**config.mk**
```make
export PLATFORM = sky130hd
export DESIGN_NAME = conv_frame_seq
export DESIGN_NICKNAME = d
export VERILOG_FILES = /design/src/rtl/conv_frame_seq.sv
export SDC_FILE = /design/constraint.sdc
export NUM_CORES = 1
export LEC_CHECK = 0
export CAP_MARGIN = 20
export CELL_PAD_IN_SITES_DETAIL_PLACEMENT = 1
export CELL_PAD_IN_SITES_GLOBAL_PLACEMENT = 1
export CORE_AREA = 3 3 135 111
export CTS_CLUSTER_SIZE = 16
export DETAILED_ROUTE_END_ITERATION = 10
export DIE_AREA = 0 0 138 114
export PLACE_DENSITY = 0.7
export SLEW_MARGIN = 40
export SYNTH_ARGS = -nofsm -noshare
export SYNTH_HDL_FRONTEND = slang
export SYNTH_SLANG_ARGS = --single-unit
```
**constraint.sdc**
```tcl
create_clock -name clk -period 2 [get_ports clk]
set_input_delay 0.4 -clock clk [delete_from_list [all_inputs] [get_ports clk]]
set_output_delay 0.4 -clock clk [all_outputs]
set_load 0.1 [all_outputs]
```
**src/rtl/conv_frame_seq.sv**
```systemverilog
// rtl/conv_frame_seq.sv - row-serial frame sequencer around a 6x6 / 3x3 GF(2) convolution
module conv_frame_seq (
    input  logic       clk,
    input  logic       rst_n,
    input  logic       clr,
    input  logic       k_we,
    input  logic [8:0] k_data,
    input  logic       in_valid,
    output logic       in_ready,
    input  logic [5:0] in_data,
    output logic       out_valid,
    input  logic       out_ready,
    output logic [3:0] out_data,
    output logic       out_last,
    output logic       busy
);

    typedef enum logic [1:0] {
        ST_IDLE = 2'd0,
        ST_LOAD = 2'd1,
        ST_CALC = 2'd2,
        ST_EMIT = 2'd3
    } state_t;

    state_t      state_q, state_d;
    logic [2:0]  row_cnt_q, row_cnt_d;
    logic [1:0]  out_idx_q, out_idx_d;
    logic [35:0] img_q, img_d;
    logic [15:0] res_q, res_d;
    logic [8:0]  kern_q, kern_d;
    logic [15:0] conv_res;
    logic        in_hs;
    logic        out_hs;

    // Full 4x4 GF(2) convolution of the stored image with the stored kernel
    always_comb begin
        conv_res = '0;
        for (int i = 0; i < 4; i++) begin
            for (int j = 0; j < 4; j++) begin
                for (int k = 0; k < 3; k++) begin
                    for (int l = 0; l < 3; l++) begin
                        conv_res[i*4+j] = conv_res[i*4+j]
                                        ^ (img_q[(i+k)*6+j+l] & kern_q[k*3+l]);
                    end
                end
            end
        end
    end

    // Handshake-facing outputs decoded from the current state
    always_comb begin
        in_ready  = (state_q == ST_IDLE) || (state_q == ST_LOAD);
        out_valid = (state_q == ST_EMIT);
        busy      = (state_q != ST_IDLE);
        out_last  = (state_q == ST_EMIT) && (out_idx_q == 2'd3);
        out_data  = 4'h0;
        if (state_q == ST_EMIT) begin
            out_data = res_q[{out_idx_q, 2'b00} +: 4];
        end
        in_hs  = in_valid & in_ready;
        out_hs = out_valid & out_ready;
    end

    // Next-state logic: row collection, one-cycle evaluation, row emission
    always_comb begin
        state_d   = state_q;
        row_cnt_d = row_cnt_q;
        out_idx_d = out_idx_q;
        img_d     = img_q;
        res_d     = res_q;
        kern_d    = kern_q;
        case (state_q)
            ST_IDLE: begin
                // A kernel written alongside row 0 applies to this frame
                if (k_we) begin
                    kern_d = k_data;
                end
                if (in_hs) begin
                    img_d[5:0] = in_data;
                    row_cnt_d  = 3'd1;
                    state_d    = ST_LOAD;
                end
            end
            ST_LOAD: begin
                if (in_hs) begin
                    for (int r = 1; r < 6; r++) begin
                        if (row_cnt_q == 3'(r)) begin
                            img_d[r*6 +: 6] = in_data;
                        end
                    end
                    if (row_cnt_q == 3'd5) begin
                        row_cnt_d = 3'd0;
                        state_d   = ST_CALC;
                    end else begin
                        row_cnt_d = row_cnt_q + 3'd1;
                    end
                end
            end
            ST_CALC: begin
                res_d     = conv_res;
                out_idx_d = 2'd0;
                state_d   = ST_EMIT;
            end
            ST_EMIT: begin
                if (out_hs) begin
                    out_idx_d = out_idx_q + 2'd1;
                    if (out_idx_q == 2'd3) begin
                        state_d = ST_IDLE;
                    end
                end
            end
            default: begin
                state_d = ST_IDLE;
            end
        endcase
        // Abort drops any beat in flight but keeps kernel, image and result
        if (clr) begin
            state_d   = ST_IDLE;
            row_cnt_d = 3'd0;
            out_idx_d = 2'd0;
            img_d     = img_q;
            res_d     = res_q;
            kern_d    = kern_q;
        end
    end

    // State and storage registers
    always_ff @(posedge clk or negedge rst_n) begin
        if (!rst_n) begin
            state_q   <= ST_IDLE;
            row_cnt_q <= 3'd0;
            out_idx_q <= 2'd0;
            img_q     <= '0;
            res_q     <= '0;
            kern_q    <= '0;
        end else begin
            state_q   <= state_d;
            row_cnt_q <= row_cnt_d;
            out_idx_q <= out_idx_d;
            img_q     <= img_d;
            res_q     <= res_d;
            kern_q    <= kern_d;
        end
    end

endmodule
```
==> qor.yml <==
status: "complete, but fails checks"
violations: "negative setup slack"
drv_slew: 0
end_kind: "output pin"
cts_tree: "done"
die_height_um: 114
period_needed_ps: 2050
overflow: 0
nets: 569
fin_worst_skew_ps: 6.22
route.detailed.wl_per_inst_um: 18.5
hold_ws_ps: 495
insertedDiodeCount: 0
cts_root_buf: "clkbuf_16"
fin_util_pct: 43.4
layout_common_cells: "nand2_1, xnor2_1, dfrtp_1"
drc: 0
core_um2: 13600
ys_ff_latch: 68
crit_buf_inv: 1
cts_sinks: 68
gp_congestion: 0.787
grt_util_all_layers_pct: 18.1
fin_area_um2: 5910
synth_nets: 521
port_buffers: 28
p_per_area_nw_per_um2: 1350
worst_pin_slew_ps: 397
crit_fanout: 6
first_global_vias: 3992
drive_above_1_share_pct: 24.6
initial_core_util_pct: 35.1
min_path_type: "reg2reg"
max_clock_freq_ghz: 0.488
fillers: 1554
cpMaxStageDelayCell: "mux4_2"
vias: 3588
rsz0062_at_grt: "true"
arrival_ps: 1650
worstSetupPathType: "reg2out"
numCtsBuffers: 9
pre_cts_ws_ps: 28.9
drv_cap: 0
layout.cells.non_filler: 725
chipWidth_um: 138
p_leak_nw: 2.54
mostFrequentLayoutCell: "nand2_1"
hpwl_mm: 10.0
crit_chain: "mux4_2 -> and2_4 -> buf_12"
placed_area_um2: 5540
dp_cells: 706
ant_nets: 0
synth_cell_types: 31
rows: 38
drtIter0Drc: 213
viasPerCell: 4.95
grt_max_degree: 40
syn_to_final_growth_pct: 23.7
slew_headroom_pct: 73.6
cts.clk_slew.worst_paths_ps: 60
required_ps: 1600
antenna_found_initial: 0
clock_path_buffers: 2
setup_violations: 4
critPathMaxStageDelay_ps: 520
dieArea_um2: 15700
cp_top_family: "multiplexers"
syn_avg_cell_area_um2: 9.69
first_pass_iters: 4
synthesis.area_um2: 4780
cts.htree.levels: 3
critPathLaunchType: "flip-flop"
postSynthCellCount: 493
wl_mm: 13.4
pin_count: 29
setup_ws_ps: -50.9
clk_latency_ps: 330
synth-warning-count: 0
seq_area_frac_synth_pct: 35.6
ir_drop_mv: 0.667
hold_viol_final: 0
period_share_pct: 103
grt_pass1_wl_mm: 22.2
stage by stage:
stage / setup TNS [ps] / power [mW]
after global routing: -424 / 8.44
after floorplan: -497 / 4.91
after CTS: -268 / 8.02
after global placement: 0 / 6.08
final: -187 / 7.95
after detailed placement: 0 / 6.21
path summary, 6_finish.rpt:
path	from	slack [ps]	endpoint	cells past startpoint
max reg2reg	kern_q[4]	60	res_q[13]	7
min in group asynchronous	rst_n	510	kern_q[6]	2
min	res_q[1]	500	res_q[1]	2
min reg2reg	res_q[1]	500	res_q[1]	2
max in group asynchronous	rst_n	890	kern_q[3]	3
max	out_idx_q[0]	-50	out_data[3]	3
cell type report:
| cell class | count | area, um^2 | area share (%) |
|---|---|---|---|
| sequential | 68 | 1710 | 28.9 |
| clock buffer | 11 | 243 | 4.11 |
| tap | 180 | 225 | 3.81 |
| clock inverter | 4 | 73.8 | 1.25 |
| timing repair buffer | 66 | 743 | 12.6 |
| inverter | 7 | 30.0 | 0.508 |
| multi-input combinational | 389 | 2880 | 48.8 |
power breakdown:
group	switching [mW]	internal, mW
clock	0.604	1.12
sequential	0.484	1.76
combinational	1.98	2.01
total	3.06	4.88
sequential cells by signal (all words and copies together) (netlist names):
| register | cells |
|---|---|
| kern_q | 9 |
| img_q | 36 |
| out_idx_q | 2 |
| res_q | 16 |
| state_q | 2 |
| row_cnt_q | 3 |
cells in the mapped netlist (all sizes together):
library cell,n,share of area [%]
o21ai,16,1.7
a211oi,1,0.16
a21oi,4,0.42
mux4,4,1.9
or2,1,0.13
nor3b,2,0.31
a222oi,1,0.21
clkbuf,5,0.39
buf,24,3.6
xnor3,16,7.5
dfrtp,68,36
nor3,1,0.10
and2,6,0.79
inv,7,0.55
xnor2,80,15
mux2i,2,0.42
nand2,167,13
mux2,46,11
and3b,1,0.18
o31ai,1,0.16
nand2b,1,0.13
ha,7,1.8
nand4,3,0.39
xor2,17,3.1
nor2,12,0.94
timing repair:
action | in CTS | in global routing
hold buffers | 1 | 0
setup endpoints to repair | 6 | 6
resized for setup | 8 | 3
endpoints found under the hold margin | 11 | 0
buffers inserted | 2 | 1
tightest hold or removal path: cells and delay by family, from the launching register on:
| family | cells | cell delay, ps |
|---|---|---|
| AO/OA/AOI/OAI | 1 | 60 |
| flip-flops | 1 | 340 |
| AND/OR/NAND/NOR | 1 | 50 |
logic make-up (layout without fill, tap and decap cells):
family                     after synthesis  in the layout  share of synthesized area, %
AOI/OAI and AO/OA                       23             23                          2.62
xor gates and xnor gates               113            113                          26.1
adders and majority gates                7              7                          1.83
buffers and inverters                   36             88                          4.51
DFF                                     68             68                          35.6
muxes                                   52             52                          13.1
and+or+nand+nor                        194            194                          16.2
per-layer routing:
layer / vias to the layer above / part of all wire, % / track usage (%)
li1: 1674 / - / -
met1: 1817 / 46 / 24.0
met2: 77 / 48 / 30.2
met3: 20 / 3.7 / 3.14
met4: 0 / 2.4 / 6.39
met5: - / 0 / 0
Note: power is estimated with default switching activity, not from simulation.
